<file path="config.mk">
export PLATFORM = sky130hd
export DESIGN_NAME = alu_seq_core_flat
export DESIGN_NICKNAME = d
export VERILOG_FILES = /design/src/rtl/alu_seq_pkg.sv /design/src/rtl/alu_seq_if.sv /design/src/rtl/alu_seq_div.sv /design/src/rtl/alu_seq_core.sv /design/src/flat_wrapper.sv
export SDC_FILE = /design/constraint.sdc
export NUM_CORES = 1
export LEC_CHECK = 0
export ABC_CLOCK_PERIOD_IN_PS = 4700
export BUFFER_PORTS_ARGS = -buffer_cell sky130_fd_sc_hd__clkbuf_2
export CORE_MARGIN = 2
export CORE_UTILIZATION = 45
export DETAILED_ROUTE_END_ITERATION = 16
export GPL_ROUTABILITY_DRIVEN = 1
export MAX_ROUTING_LAYER = met4
export SLEW_MARGIN = 20
export SYNTH_ARGS = -nofsm -noshare
export SYNTH_HDL_FRONTEND = slang
export SYNTH_SLANG_ARGS = --single-unit
</file>
<file path="constraint.sdc">
create_clock -name CLK -period 4.7 [get_ports CLK]
set_input_delay 0.705 -clock CLK [delete_from_list [all_inputs] [get_ports CLK]]
set_output_delay 0.705 -clock CLK [all_outputs]
set_load 0.01 [all_outputs]
</file>
<file path="src/rtl/alu_seq_pkg.sv">
// Shared op codes, FSM encoding and result-class flags for alu_seq_core.
// The op-class helper maps ALU_FUN onto the four class strobes.
package alu_seq_pkg;

    localparam logic [3:0] ALU_ADD  = 4'd0;
    localparam logic [3:0] ALU_SUB  = 4'd1;
    localparam logic [3:0] ALU_MUL  = 4'd2;
    localparam logic [3:0] ALU_DIV  = 4'd3;
    localparam logic [3:0] ALU_AND  = 4'd4;
    localparam logic [3:0] ALU_OR   = 4'd5;
    localparam logic [3:0] ALU_NAND = 4'd6;
    localparam logic [3:0] ALU_NOR  = 4'd7;
    localparam logic [3:0] ALU_XOR  = 4'd8;
    localparam logic [3:0] ALU_XNOR = 4'd9;
    localparam logic [3:0] ALU_EQ   = 4'd10;
    localparam logic [3:0] ALU_GT   = 4'd11;
    localparam logic [3:0] ALU_LT   = 4'd12;
    localparam logic [3:0] ALU_SHR  = 4'd13;
    localparam logic [3:0] ALU_SHL  = 4'd14;
    localparam logic [3:0] ALU_NOP  = 4'd15;

    typedef enum logic {
        ST_IDLE    = 1'b0,
        ST_DIV_RUN = 1'b1
    } state_t;

    typedef struct packed {
        logic arith;
        logic logc;
        logic cmp;
        logic shft;
    } cls_t;

    localparam cls_t CLS_NONE  = 4'b0000;
    localparam cls_t CLS_ARITH = 4'b1000;
    localparam cls_t CLS_LOGIC = 4'b0100;
    localparam cls_t CLS_CMP   = 4'b0010;
    localparam cls_t CLS_SHIFT = 4'b0001;

    function automatic cls_t op_class(input logic [3:0] op);
        cls_t c;
        case (op)
            ALU_ADD, ALU_SUB, ALU_MUL, ALU_DIV:                         c = CLS_ARITH;
            ALU_AND, ALU_OR, ALU_NAND, ALU_NOR, ALU_XOR, ALU_XNOR:      c = CLS_LOGIC;
            ALU_EQ, ALU_GT, ALU_LT:                                     c = CLS_CMP;
            ALU_SHR, ALU_SHL:                                           c = CLS_SHIFT;
            default:                                                    c = CLS_NONE;
        endcase
        return c;
    endfunction

endpackage

</file>
<file path="src/rtl/alu_seq_if.sv">
// Operand/op request channel and registered result bus between the controller and the ALU.
// master = controller side, slave = ALU side.
interface alu_seq_if #(
    parameter int WIDTH = 16
);
    logic [WIDTH-1:0]   A;
    logic [WIDTH-1:0]   B;
    logic [3:0]         ALU_FUN;
    logic               IN_VALID;
    logic               IN_READY;
    logic [2*WIDTH-1:0] ALU_OUT;
    logic               OUT_VALID;
    logic               ARITH_FLAG;
    logic               LOGIC_FLAG;
    logic               CMP_FLAG;
    logic               SHIFT_FLAG;
    logic               CARRY;
    logic               ZERO;
    logic               DIV_ERR;

    modport master (
        output A, B, ALU_FUN, IN_VALID,
        input  IN_READY, ALU_OUT, OUT_VALID, ARITH_FLAG, LOGIC_FLAG, CMP_FLAG,
               SHIFT_FLAG, CARRY, ZERO, DIV_ERR
    );

    modport slave (
        input  A, B, ALU_FUN, IN_VALID,
        output IN_READY, ALU_OUT, OUT_VALID, ARITH_FLAG, LOGIC_FLAG, CMP_FLAG,
               SHIFT_FLAG, CARRY, ZERO, DIV_ERR
    );
endinterface

</file>
<file path="src/rtl/alu_seq_div.sv">
// Iterative unsigned restoring divider: one quotient bit per cycle, MSB first.
// Latency: WIDTH cycles after start until done; start is ignored while busy.
module alu_seq_div #(
    parameter int WIDTH = 16
) (
    input  logic             i_clk,
    input  logic             i_rst_n,
    input  logic             i_start,
    input  logic [WIDTH-1:0] i_dividend,
    input  logic [WIDTH-1:0] i_divisor,
    output logic             o_busy,
    output logic             o_done,
    output logic [WIDTH-1:0] o_quo,
    output logic [WIDTH-1:0] o_rem
);
    localparam int CNT_W = $clog2(WIDTH + 1);

    logic             r_busy;
    logic [CNT_W-1:0] r_cnt;
    logic [WIDTH-1:0] r_quo;
    logic [WIDTH-1:0] r_rem;
    logic [WIDTH-1:0] r_dvs;

    logic [WIDTH:0]   w_trial;
    logic [WIDTH:0]   w_diff;
    logic             w_iter;

    // The dividend shifts out of r_quo MSB-first while quotient bits shift in.
    assign w_trial = {r_rem, r_quo[WIDTH-1]};
    assign w_diff  = w_trial - {1'b0, r_dvs};
    assign w_iter  = r_busy && (r_cnt != CNT_W'(WIDTH));

    always_ff @(posedge i_clk) begin
        if (!i_rst_n) begin
            r_busy <= 1'b0;
            r_cnt  <= '0;
            r_quo  <= '0;
            r_rem  <= '0;
            r_dvs  <= '0;
        end else if (i_start && !r_busy) begin
            r_busy <= 1'b1;
            r_cnt  <= '0;
            r_quo  <= i_dividend;
            r_rem  <= '0;
            r_dvs  <= i_divisor;
        end else if (w_iter) begin
            if (!w_diff[WIDTH]) begin
                r_rem <= w_diff[WIDTH-1:0];
                r_quo <= {r_quo[WIDTH-2:0], 1'b1};
            end else begin
                r_rem <= w_trial[WIDTH-1:0];
                r_quo <= {r_quo[WIDTH-2:0], 1'b0};
            end
            r_cnt <= r_cnt + CNT_W'(1);
        end else if (o_done) begin
            r_busy <= 1'b0;
        end
    end

    assign o_busy = r_busy;
    assign o_done = r_busy && (r_cnt == CNT_W'(WIDTH));
    assign o_quo  = r_quo;
    assign o_rem  = r_rem;

endmodule

</file>
<file path="src/rtl/alu_seq_core.sv">
// Handshaked single-datapath ALU with merged 2*WIDTH result; optional multiplier via ALU_SEQ_MUL_EN.
// Latency 1 for all ops except DIV (WIDTH+1 edges); throughput 1 op/cycle outside DIV.
// IN_READY drops while a division runs; OUT_VALID has no backpressure.
module alu_seq_core
    import alu_seq_pkg::*;
#(
    parameter int WIDTH   = 16,
    parameter int SHAMT_W = $clog2(WIDTH)
) (
    input  logic      CLK,
    input  logic      RST,
    alu_seq_if.slave  bus
);
    state_t             r_state;
    state_t             w_state_nxt;

    logic [2*WIDTH-1:0] r_alu_out;
    logic               r_out_vld;
    cls_t               r_cls;
    logic               r_carry;
    logic               r_zero;
    logic               r_div_err;

    logic               w_in_rdy;
    logic               w_acc;
    logic               w_div_start;
    logic               w_div_fin;
    logic               w_div_busy;
    logic               w_div_done;
    logic [WIDTH-1:0]   w_div_quo;
    logic [WIDTH-1:0]   w_div_rem;

    logic [WIDTH:0]     w_sum;
    logic [WIDTH:0]     w_diff;
    logic [SHAMT_W-1:0] w_shamt;
    logic [2*WIDTH-1:0] w_res;
    cls_t               w_cls;
    logic               w_carry;
    logic               w_div_err;

    logic               w_load;
    logic [2*WIDTH-1:0] w_nxt_res;
    cls_t               w_nxt_cls;
    logic               w_nxt_carry;
    logic               w_nxt_err;

    assign w_acc   = bus.IN_VALID && w_in_rdy;
    assign w_sum   = {1'b0, bus.A} + {1'b0, bus.B};
    assign w_diff  = {1'b0, bus.A} - {1'b0, bus.B};
    assign w_shamt = bus.B[SHAMT_W-1:0];

`ifdef ALU_SEQ_MUL_EN
    logic [2*WIDTH-1:0] w_prod;
    assign w_prod = {{WIDTH{1'b0}}, bus.A} * {{WIDTH{1'b0}}, bus.B};
`endif

    alu_seq_div #(.WIDTH(WIDTH)) u_div (
        .i_clk      (CLK),
        .i_rst_n    (RST),
        .i_start    (w_div_start),
        .i_dividend (bus.A),
        .i_divisor  (bus.B),
        .o_busy     (w_div_busy),
        .o_done     (w_div_done),
        .o_quo      (w_div_quo),
        .o_rem      (w_div_rem)
    );

    always_ff @(posedge CLK) begin
        if (!RST) r_state <= ST_IDLE;
        else      r_state <= w_state_nxt;
    end

    always_comb begin
        w_state_nxt = r_state;
        case (r_state)
            ST_IDLE:    if (w_div_start) w_state_nxt = ST_DIV_RUN;
            ST_DIV_RUN: if (w_div_fin)   w_state_nxt = ST_IDLE;
            default:    w_state_nxt = ST_IDLE;
        endcase
    end

    always_comb begin
        w_in_rdy    = (r_state == ST_IDLE);
        w_div_start = (r_state == ST_IDLE) && bus.IN_VALID &&
                      (bus.ALU_FUN == ALU_DIV) && (bus.B != '0);
        w_div_fin   = (r_state == ST_DIV_RUN) && w_div_busy && w_div_done;
    end

    // Single-cycle ops; DIV here only covers the divide-by-zero shortcut.
    always_comb begin
        w_res     = '0;
        w_carry   = 1'b0;
        w_div_err = 1'b0;
        w_cls     = op_class(bus.ALU_FUN);
        case (bus.ALU_FUN)
            ALU_ADD: begin
                w_res   = {{(WIDTH-1){1'b0}}, w_sum};
                w_carry = w_sum[WIDTH];
            end
            ALU_SUB: begin
                w_res   = {{WIDTH{1'b0}}, w_diff[WIDTH-1:0]};
                w_carry = w_diff[WIDTH];
            end
`ifdef ALU_SEQ_MUL_EN
            ALU_MUL:  w_res = w_prod;
`else
            ALU_MUL:  w_res = '0;
`endif
            ALU_DIV: begin
                w_res     = '1;
                w_div_err = 1'b1;
            end
            ALU_AND:  w_res = {{WIDTH{1'b0}}, bus.A & bus.B};
            ALU_OR:   w_res = {{WIDTH{1'b0}}, bus.A | bus.B};
            ALU_NAND: w_res = {{WIDTH{1'b0}}, ~(bus.A & bus.B)};
            ALU_NOR:  w_res = {{WIDTH{1'b0}}, ~(bus.A | bus.B)};
            ALU_XOR:  w_res = {{WIDTH{1'b0}}, bus.A ^ bus.B};
            ALU_XNOR: w_res = {{WIDTH{1'b0}}, ~(bus.A ^ bus.B)};
            ALU_EQ:   w_res = {{(2*WIDTH-1){1'b0}}, (bus.A == bus.B)};
            ALU_GT:   w_res = {{(2*WIDTH-1){1'b0}}, (bus.A >  bus.B)};
            ALU_LT:   w_res = {{(2*WIDTH-1){1'b0}}, (bus.A <  bus.B)};
            ALU_SHR:  w_res = {{WIDTH{1'b0}}, bus.A >> w_shamt};
            ALU_SHL:  w_res = {{WIDTH{1'b0}}, bus.A << w_shamt};
            default:  w_res = '0;
        endcase
    end

    always_comb begin
        w_load      = 1'b0;
        w_nxt_res   = w_res;
        w_nxt_cls   = w_cls;
        w_nxt_carry = w_carry;
        w_nxt_err   = w_div_err;
        if (w_div_fin) begin
            w_load      = 1'b1;
            w_nxt_res   = {w_div_rem, w_div_quo};
            w_nxt_cls   = CLS_ARITH;
            w_nxt_carry = 1'b0;
            w_nxt_err   = 1'b0;
        end else if (w_acc && (bus.ALU_FUN != ALU_NOP) && !w_div_start) begin
            w_load = 1'b1;
        end
    end

    always_ff @(posedge CLK) begin
        if (!RST) begin
            r_alu_out <= '0;
            r_out_vld <= 1'b0;
            r_cls     <= CLS_NONE;
            r_carry   <= 1'b0;
            r_zero    <= 1'b0;
            r_div_err <= 1'b0;
        end else begin
            r_out_vld <= w_load;
            if (w_load) begin
                r_alu_out <= w_nxt_res;
                r_cls     <= w_nxt_cls;
                r_carry   <= w_nxt_carry;
                r_zero    <= (w_nxt_res == '0);
                r_div_err <= w_nxt_err;
            end
        end
    end

    assign bus.IN_READY   = w_in_rdy;
    assign bus.ALU_OUT    = r_alu_out;
    assign bus.OUT_VALID  = r_out_vld;
    assign bus.ARITH_FLAG = r_cls.arith;
    assign bus.LOGIC_FLAG = r_cls.logc;
    assign bus.CMP_FLAG   = r_cls.cmp;
    assign bus.SHIFT_FLAG = r_cls.shft;
    assign bus.CARRY      = r_carry;
    assign bus.ZERO       = r_zero;
    assign bus.DIV_ERR    = r_div_err;

endmodule

</file>
<file path="src/flat_wrapper.sv">
// flat-port wrapper written by rule: the top's interface ports become plain ports
module alu_seq_core_flat import alu_seq_pkg::*;
#(
    parameter int WIDTH   = 16,
    parameter int SHAMT_W = $clog2(WIDTH)
)
  (CLK, RST, bus_A, bus_B, bus_ALU_FUN, bus_IN_VALID, bus_IN_READY, bus_ALU_OUT, bus_OUT_VALID, bus_ARITH_FLAG, bus_LOGIC_FLAG, bus_CMP_FLAG, bus_SHIFT_FLAG, bus_CARRY, bus_ZERO, bus_DIV_ERR);
  alu_seq_if #(.WIDTH(WIDTH)) bus_i ();
  input  logic CLK;
  input  logic RST;
  input wire logic [$bits(bus_i.A)-1:0] bus_A;
  input wire logic [$bits(bus_i.B)-1:0] bus_B;
  input wire logic [$bits(bus_i.ALU_FUN)-1:0] bus_ALU_FUN;
  input wire logic [$bits(bus_i.IN_VALID)-1:0] bus_IN_VALID;
  output wire logic [$bits(bus_i.IN_READY)-1:0] bus_IN_READY;
  output wire logic [$bits(bus_i.ALU_OUT)-1:0] bus_ALU_OUT;
  output wire logic [$bits(bus_i.OUT_VALID)-1:0] bus_OUT_VALID;
  output wire logic [$bits(bus_i.ARITH_FLAG)-1:0] bus_ARITH_FLAG;
  output wire logic [$bits(bus_i.LOGIC_FLAG)-1:0] bus_LOGIC_FLAG;
  output wire logic [$bits(bus_i.CMP_FLAG)-1:0] bus_CMP_FLAG;
  output wire logic [$bits(bus_i.SHIFT_FLAG)-1:0] bus_SHIFT_FLAG;
  output wire logic [$bits(bus_i.CARRY)-1:0] bus_CARRY;
  output wire logic [$bits(bus_i.ZERO)-1:0] bus_ZERO;
  output wire logic [$bits(bus_i.DIV_ERR)-1:0] bus_DIV_ERR;
  assign bus_i.A = bus_A;
  assign bus_i.B = bus_B;
  assign bus_i.ALU_FUN = bus_ALU_FUN;
  assign bus_i.IN_VALID = bus_IN_VALID;
  assign bus_IN_READY = bus_i.IN_READY;
  assign bus_ALU_OUT = bus_i.ALU_OUT;
  assign bus_OUT_VALID = bus_i.OUT_VALID;
  assign bus_ARITH_FLAG = bus_i.ARITH_FLAG;
  assign bus_LOGIC_FLAG = bus_i.LOGIC_FLAG;
  assign bus_CMP_FLAG = bus_i.CMP_FLAG;
  assign bus_SHIFT_FLAG = bus_i.SHIFT_FLAG;
  assign bus_CARRY = bus_i.CARRY;
  assign bus_ZERO = bus_i.ZERO;
  assign bus_DIV_ERR = bus_i.DIV_ERR;
  alu_seq_core #(.WIDTH(WIDTH), .SHAMT_W(SHAMT_W)) u_core (.CLK(CLK), .RST(RST), .bus(bus_i));
endmodule
</file>
==> results of run 1 <==
-- metal layers --
metal	vias to the layer above	GRT usage, %	part of all wire (%)
met2	447	56.4	47
met1	4808	42.9	41
met3	129	6.06	6.9
met4	0	16.2	5.4
li1	4682	-	-
met5	-	-	0
-- power breakdown --
group	leakage, nW	total [mW]	internal [mW]	switching, mW
sequential	0.772	0.855	0.834	0.0207
combinational	3.39	0.941	0.357	0.584
clock	0.140	0.735	0.376	0.359
-- state kept, by name, summed over array words and instances, names as in the netlist --
| register | cells |
|---|---|
| u_core.bus.ZERO | 1 |
| u_core.u_div.r_dvs | 16 |
| u_core.u_div.o_rem | 16 |
| u_core.r_state | 1 |
| u_core.bus.ALU_OUT | 32 |
| u_core.bus.SHIFT_FLAG | 1 |
| u_core.bus.LOGIC_FLAG | 1 |
| u_core.bus.OUT_VALID | 1 |
| u_core.bus.CMP_FLAG | 1 |
| u_core.u_div.o_busy | 1 |
| u_core.u_div.o_quo | 16 |
| u_core.bus.DIV_ERR | 1 |
| u_core.bus.ARITH_FLAG | 1 |
| u_core.u_div.r_cnt | 5 |
| u_core.bus.CARRY | 1 |
-- cell usage in the layout, fill, tap and decap left out, types with 11 or more instances in the layout --
cell and count:
sky130_fd_sc_hd__inv_1 82, sky130_fd_sc_hd__xnor2_1 19, sky130_fd_sc_hd__dfxtp_1 95, sky130_fd_sc_hd__clkbuf_2 79, sky130_fd_sc_hd__buf_4 47, sky130_fd_sc_hd__nand2b_1 11
sky130_fd_sc_hd__a211oi_1 27, sky130_fd_sc_hd__o211ai_1 11, sky130_fd_sc_hd__a21boi_0 47, sky130_fd_sc_hd__nor3_1 21, sky130_fd_sc_hd__and2_1 14, sky130_fd_sc_hd__a21o_1 11
sky130_fd_sc_hd__o21a_1 12, sky130_fd_sc_hd__nor4_1 19, sky130_fd_sc_hd__nor2_1 81, sky130_fd_sc_hd__nand2_1 130, sky130_fd_sc_hd__ha_1 71, sky130_fd_sc_hd__mux2_2 13
sky130_fd_sc_hd__nor2b_1 17, sky130_fd_sc_hd__mux2i_1 59, sky130_fd_sc_hd__o22ai_1 15, sky130_fd_sc_hd__a21oi_1 78, sky130_fd_sc_hd__nand3_1 32, sky130_fd_sc_hd__a22oi_1 18
sky130_fd_sc_hd__nand4_1 17, sky130_fd_sc_hd__o21ai_0 90, sky130_fd_sc_hd__mux4_2 20
-- worst reg2reg max path, cell delays in order (launching register included) --
cell	delay, ns
sky130_fd_sc_hd__dfxtp_1	0.36
sky130_fd_sc_hd__inv_1	0.07
sky130_fd_sc_hd__ha_1	0.22
sky130_fd_sc_hd__fa_1	0.41
sky130_fd_sc_hd__and2b_1	0.21
sky130_fd_sc_hd__o21ai_1	0.08
sky130_fd_sc_hd__a21boi_2	0.22
sky130_fd_sc_hd__nor2b_2	0.09
sky130_fd_sc_hd__o311ai_4	0.34
sky130_fd_sc_hd__a221oi_2	0.16
sky130_fd_sc_hd__o21ai_4	0.27
sky130_fd_sc_hd__xor2_2	0.65
sky130_fd_sc_hd__mux2i_1	0.17
sky130_fd_sc_hd__a211oi_1	0.26
-- worst max-delay path by stage --
stage / from / to / slack [ns] / cells after the start
floorplan: bus_B[2] / u_core.bus.ZERO / 1.21 / 15
global placement: bus_B[3] / u_core.bus.ZERO / 0.66 / 13
detailed placement: bus_B[3] / u_core.bus.ZERO / 0.61 / 14
CTS: bus_B[3] / u_core.bus.ZERO / 0.93 / 14
global route: bus_B[3] / u_core.bus.ZERO / 0.63 / 14
finish: bus_B[3] / u_core.bus.ZERO / 0.76 / 14
-- final cells by class --
type	count	area share (%)
clock buffers	9	2.11
clock inverters	7	0.693
inverters	82	2.89
multi-input cells	987	65.8
flip-flops and latches	95	17.9
well taps	275	3.23
repair buffers	128	7.40
-- per-stage QoR --
step | hold slack, ns | cells | area [um^2] | total power, mW
after floorplan | 0.443 | 1266 | 9650 | 1.49
after global placement | 0.453 | 1567 | 10400 | 1.79
after detailed placement | 0.456 | 1567 | 10400 | 1.79
after CTS | 0.465 | 1583 | 10700 | 2.52
after global routing | 0.484 | 1583 | 10700 | 2.64
final | 0.461 | 1583 | 10700 | 2.53
-- logic make-up after synthesis --
group,Yosys count
AO/OA/AOI/OAI,396
AND/OR/NAND/NOR,395
buffers and inverters,184
flip-flops,95
multiplexers,92
adder cells (fa/ha/maj),74
XOR/XNOR,30
==> out/results.txt, run 1 <==
The flow ran to the end, and the final reports show no timing, DRC or antenna violations. The commonest cells after synthesis are 130 x sky130_fd_sc_hd__nand2_1, 95 x sky130_fd_sc_hd__dfxtp_1, 90 x sky130_fd_sc_hd__o21ai_0, 82 x sky130_fd_sc_hd__inv_1, 81 x sky130_fd_sc_hd__nor2_1. The buffer count from post-CTS setup fixing was 0; the depth of the CTS H-tree was 3.

Clock-pin slew was measured on the worst setup and hold paths at 0.07 ns. Along the worst hold path, the cell count comes to 2. The fraction of registers with async set or reset after synthesis is 0%, and the number of cells upsized or downsized after cts is 0. The run gives 0 as the number of endpoints failing setup at the final stage. The static leakage was 4.30 nW. In the final design database the tool counted 1416 nets.

After detailed routing, the number of remaining DRC violations is 0. The tools report the core region area as 21000 um^2. For the total via count after detailed routing, the log shows 10.1k.

In this run the remaining antenna-violating nets after routing total 0. For the iteration-0 DRC count of the detailed router, the log shows 938. Depth of the worst register-to-register path: 13. The arrival time at the worst endpoint is 4.21 ns.

The run gives 0 as the hold buffer count at CTS. The part of the cycle the worst path needs was 83.9%; the share of synthesized cell area in and, or, nand and nor gates was 20.1%. Area share of fa/ha/maj cells after synthesis: 9.83%. Number of clock sinks: 95. In this run the tightest slew margin relative to its limit is 37.3%.

The number of inserted filler cells in the final layout was 2100. The die extent in y was 150 um; the count of flip-flops with a built-in enable after synthesis was 0. The initial antenna violation count came out at 0. Worst-case hold path end point: u_core.bus.ALU_OUT[3].

The slew of the pin with the lowest slew margin came out at 0.934 ns. The total count of hold-check failures in the final report is 0. The worst setup path is launched from an input pin. Total of max-cap violations: 0.

After synthesis, the largest family of logic cells by area is compound AO/OA/AOI/OAI gates. The wire length after detailed routing is 38500 um. The power density over the cells is 238 nW/um^2, and the post-synth design cell area is 9650 um^2. Summing the areas of all compound-gate instances in the mapped netlist gives 27.5% of the synthesized area. The worst hold path belongs to the class reg -> reg. In the final layout, flip-flops and latches occupy 1900 um^2.

Yosys instantiated no cell more often than sky130_fd_sc_hd__nand2_1. In this run the critical register-to-register path is captured at u_core.u_div.o_rem[5]. Largest fanout on the critical path: 19.

The minimum clock period is 3.94 ns. The x dimension of the die works out to 150 um. For the worst-skew pair, the clock arrives at the later sink with an insertion delay of 0.36 ns. By area the synthesized netlist is led by sky130_fd_sc_hd__dfxtp_1 20%, sky130_fd_sc_hd__ha_1 9.2%, sky130_fd_sc_hd__mux2i_1 6.1%, sky130_fd_sc_hd__nand2_1 5.1%, sky130_fd_sc_hd__mux4_2 4.7%.

In the final timing run, aggregate negative setup slack is 0 ns. The synthesized design devotes to its leading area cell type 19.7% of total area. The area share of xor/xnor cells in the synthesized design was 2.88%; the fmax was 0.254 GHz. The critical register-to-register path startpoint is u_core.u_div.o_quo[15]. The mean instance size in the synthesized netlist works out to 7.62 um^2. The Yosys step of the flow raised 0 warnings. Delay of the slowest critical-path stage: 0.49 ns.

TritonCTS built the clock tree. The count of pins over their slew limit came out at 0. For the final database, setup skew stands at 0.0133 ns. For the via count of the first global-routing pass, the log shows 9536. The number of synthesized register bits is 95. Global routing consumed, over all layers together, 35.1% of the routing resources. For the residual overflow from global routing, the log shows 0.

Data on the critical path is required at its endpoint by 4.96 ns. The initial utilization of the core area, before any placement, comes to 45.9%. The synthesized netlist contains 82 unique library cells. In the post-route analysis, the smallest setup slack over all paths is 0.759 ns. The multiplexer fraction of the synthesized cell area is 12.3%. The floorplan has 53 rows. The average via count per standard cell is 6.36.

The flip-flop cell with the highest count after synthesis was sky130_fd_sc_hd__dfxtp_1. The quantity of I/O buffers inserted on ports works out to 79. The tree is rooted in a sky130_fd_sc_hd__clkbuf_16. Summing all multi-input logic gate instances after layout gives 7010 um^2. The number of top-level pins is 80. The setup path with the least slack is of type in -> reg.

0 antenna diodes ended up in the layout. Counting both buffers and inverters, the worst setup path holds a total of 3. The setup slack of the most critical reg-to-reg path was 1.08 ns; the number of clock buffers inserted by TritonCTS was 9. Sequential area share after synthesis: 19.7%. In this run the most critical hold path is launched from u_core.bus.ALU_OUT[3].

Kind of end point of the critical path: a register. The tools report the largest net degree at the start of global routing as 76. In this design, the largest share of critical-path delay is due to compound AO/OA/AOI/OAI gates.

Slowest library cell on the worst path: sky130_fd_sc_hd__ha_1. Measured on the finished design, the core utilization comes to 50.7%. Across the VDD grid, the largest voltage drop is 0.150 mV. The synthesized design spends more area on one cell type than any other, namely sky130_fd_sc_hd__dfxtp_1.

The first global-routing pass estimated 57800 um of wire. The signed area change from the synthesized netlist to the final layout works out to 10.4%. Walking the worst path, the cells encountered are clkbuf_2 -> inv_1 -> ha_1 -> nor3_1 -> nand2_1 -> a31oi_1 -> buf_4 -> o22ai_1 -> o21ai_0 -> o2111ai_1 -> o21ai_0 -> and4bb_1 -> nand4_1 -> o31ai_2. The number of nets handed over by synthesis was 1379. The first detailed-routing pass took 6 iterations. Setup repair after global routing left no endpoint under its margin.

Detailed placement finished with a half-perimeter wire length of 29500 um. After detailed routing, the average wire length per cell comes to 24.3 um. The most numerous cell type found on the critical path is sky130_fd_sc_hd__o21ai_0.

The clock passes through at most 2 buffers. The cell count after synthesis came out at 1266. In the final layout, the share of cells above drive strength 1 is 15.1%. The congestion estimate from routability-driven global placement came to 1.13. Timing analysis after detailed placement gives a worst setup slack of 0.606 ns. The die covers 22600 um^2.
Note: power is estimated with default switching activity, not from simulation.
==> run 2, diff against run 1 <==
--- a/config.mk
+++ b/config.mk
@@ -5,13 +5,14 @@
 export SDC_FILE = /design/constraint.sdc
 export NUM_CORES = 1
 export LEC_CHECK = 0
-export ABC_CLOCK_PERIOD_IN_PS = 4700
+export ABC_CLOCK_PERIOD_IN_PS = 3300
 export BUFFER_PORTS_ARGS = -buffer_cell sky130_fd_sc_hd__clkbuf_2
 export CORE_MARGIN = 2
 export CORE_UTILIZATION = 45
 export DETAILED_ROUTE_END_ITERATION = 16
 export GPL_ROUTABILITY_DRIVEN = 1
 export MAX_ROUTING_LAYER = met4
+export PLACE_DENSITY = 0.65
 export SLEW_MARGIN = 20
 export SYNTH_ARGS = -nofsm -noshare
 export SYNTH_HDL_FRONTEND = slang
==> constraint.sdc (replaced) <==
create_clock -name CLK -period 3.3 [get_ports CLK]
set_input_delay 0.495 -clock CLK [delete_from_list [all_inputs] [get_ports CLK]]
set_output_delay 0.495 -clock CLK [all_outputs]
set_load 0.01 [all_outputs]
==> out/results.txt, run 2 (synthesis gave the netlist of run 1 again) <==
The flow ran to the end, and the final reports show no timing, DRC or antenna violations. In the routed layout, each cell is associated on average with a via count of 6.12. Input and output buffers added on the ports amount to 79. The run gives 45 as the largest net degree at the start of global routing. The depth of the CTS H-tree is 3, and the total via count after detailed routing is 10.8k. The root buffer cell is sky130_fd_sc_hd__clkbuf_16. Final weighted congestion in routability-driven placement: 1.07. Dividing total power by cell area gives a power density of 324 nW/um^2.

The first-pass GRT wire length is 59200 um. The completed layout was analyzed and its total power is 3.93 mW. For the number of inserted filler cells in the final layout, the log shows 1964.

The total count of hold-check failures in the final report came out at 0. The final critical path takes up 98.5% of the cycle. For this configuration, the core starts out at a cell density of 45.9%. The static leakage is 5.20 nW, and the iteration-0 DRC count of the detailed router is 1028. For the pin with the worst max-slew slack, the measured transition is 0.832 ns. Across the routed clock network, the largest skew measured is 0.00846 ns. Compared with the post-synthesis result, the final layout area differs by 25.7%.

The count of nets left with antenna violations once routing finished came out at 0. For the worst-skew pair, the clock arrives at the later sink with an insertion delay of 0.35 ns. After global routing the overflow that remains totals 0. The clock net in this run drives a total of 95 sinks.

The number of endpoints failing setup at the final stage is 0, and the die extent in y is 150 um. The final non-filler cell total is 1760. The highest ir drop seen on vdd was 0.284 mV. Hold repair after CTS inserted 0 buffers. In this run the worst path has a maximum fanout of 21.

The tools report the final antenna diode count as 0. The wire length per cell is 22.2 um. The class of the most critical setup path was in -> reg. In the layout the commonest cells are 216 x sky130_fd_sc_hd__buf_4, 130 x sky130_fd_sc_hd__nand2_1, 95 x sky130_fd_sc_hd__dfxtp_1. Cells with a size suffix above 1 make up 25.8% of the layout. The via count of the first global-routing pass is 10.1k.

The logs give 35.4% for the total routing usage reported by global routing and 30800 um for the total half-perimeter wirelength after legalization and detailed placement. The min-delay analysis places its worst path in the category reg -> reg. For the fmax, the log shows 0.308 GHz. The kind of end point of the critical path is a register. The initial antenna violation count came out at 0. For the total of max-cap violations, the log shows 0. For the count of pins over their slew limit, the log shows 0.

Leaving out fill and tap cells, the most frequent cell in the layout is sky130_fd_sc_hd__buf_4. For the worst setup path, the data required time is 3.57 ns. The run gives 44.3% as the worst relative slew slack. The number of flip-flops in the largest register was 32. The number of design rule violations left after detail routing was 0.

The setup check on the worst reg-to-reg path leaves a slack of 0.08 ns. The number of clock buffers inserted by TritonCTS is 9. The tools report the number of placement rows as 53. The wire length after detailed routing came out at 39100 um. The length of the first detailed-routing pass in iterations was 5; the post-placement cell count was 1737. The arrival time at the worst endpoint is 3.52 ns, and the overall die area is 22600 um^2. The floorplan step defined a core boundary enclosing 21000 um^2.

TritonCTS built the clock tree. The clock passes through at most 2 buffers. The die is 150 um wide. The worst path in the final design needs a cycle of 3.25 ns, including I/O delays and setup. After clock tree synthesis, the clock-pin slew on the worst setup and hold paths is 0.08 ns. Setup repair after global routing could not meet its margin everywhere. For this run, the post-layout net count is 1593. In this run the count of I/O pins placed on the die edge is 80. Nature of the critical path startpoint: an input pin.
==> run 2: cell count changes in the layout (fill, tap and decap cells not counted), moves of 2 or more <==
| cell | before | now |
|---|---|---|
| sky130_fd_sc_hd__nor4_2 | 0 | 2 |
| sky130_fd_sc_hd__buf_12 | 2 | 6 |
| sky130_fd_sc_hd__nor4_1 | 19 | 17 |
| sky130_fd_sc_hd__buf_6 | 0 | 3 |
| sky130_fd_sc_hd__buf_4 | 47 | 216 |
==> run 2: worst paths after layout <==
path | startpoint | to | depth (start not counted)
hold / removal | u_core.bus.ALU_OUT[1] | u_core.bus.ALU_OUT[1] | 2
setup reg to reg | u_core.u_div.o_quo[15] | u_core.u_div.o_rem[8] | 14
setup / recovery | bus_ALU_FUN[1] | u_core.bus.ZERO | 15
hold reg to reg | u_core.bus.ALU_OUT[1] | u_core.bus.ALU_OUT[1] | 2
==> run 2: metrics by stage <==
stage	setup TNS, ns	utilization, %	setup WS, ns	instance area (um^2)	hold slack, ns
floorplan	0	-	0.0248	9650	0.443
global placement	-1.65	55.5	-0.621	11700	0.451
detailed placement	-1.63	55.5	-0.556	11700	0.455
CTS	0	57.0	0.000432	12000	0.451
global route	-0.0753	57.7	-0.0417	12100	0.473
finish	0	57.7	0.0485	12100	0.460
==> run 2: final cells by class <==
| class | count | area [um^2] | area share, % |
|---|---|---|---|
| clock buffers | 10 | 239 | 1.97 |
| clock inverters | 6 | 63.8 | 0.526 |
| inverters | 82 | 308 | 2.54 |
| multi-input cells | 988 | 7100 | 58.5 |
| flip-flops and latches | 95 | 1900 | 15.7 |
| well taps | 275 | 344 | 2.84 |
| repair buffers | 304 | 2170 | 17.9 |
==> run 2: power by group <==
part	switching, mW	total (mW)	internal [mW]
Combinational	0.903	1.65	0.746
Clock	0.504	1.06	0.553
Sequential	0.0309	1.22	1.19
Total	1.44	3.93	2.49
==> run 2: per-layer routing <==
metal	wire length (um)	vias up	track usage, %
li1	-	5048	-
met1	15900	5094	43.9
met2	18600	516	57.4
met3	2730	108	5.18
met4	1910	0	15.4
met5	0	-	-
==> run 2: repair_timing <==
action                     CTS  global route
resized for setup            4            12
setup buffers                0             6
pin swaps                    2             5
cloned                       0             1
setup endpoints to repair    1            20
==> run 2: worst max-delay path, cell delays in order <==
cell	delay [ns]
sky130_fd_sc_hd__clkbuf_2	0.17
sky130_fd_sc_hd__inv_1	0.12
sky130_fd_sc_hd__ha_2	0.23
sky130_fd_sc_hd__buf_4	0.23
sky130_fd_sc_hd__buf_4	0.19
sky130_fd_sc_hd__mux2i_2	0.21
sky130_fd_sc_hd__nor2_1	0.09
sky130_fd_sc_hd__nor4_2	0.28
sky130_fd_sc_hd__o211ai_1	0.26
sky130_fd_sc_hd__nor2_1	0.15
sky130_fd_sc_hd__o221ai_1	0.27
sky130_fd_sc_hd__o2bb2ai_1	0.22
sky130_fd_sc_hd__and4bb_1	0.29
sky130_fd_sc_hd__nand4_1	0.11
sky130_fd_sc_hd__o31ai_2	0.19
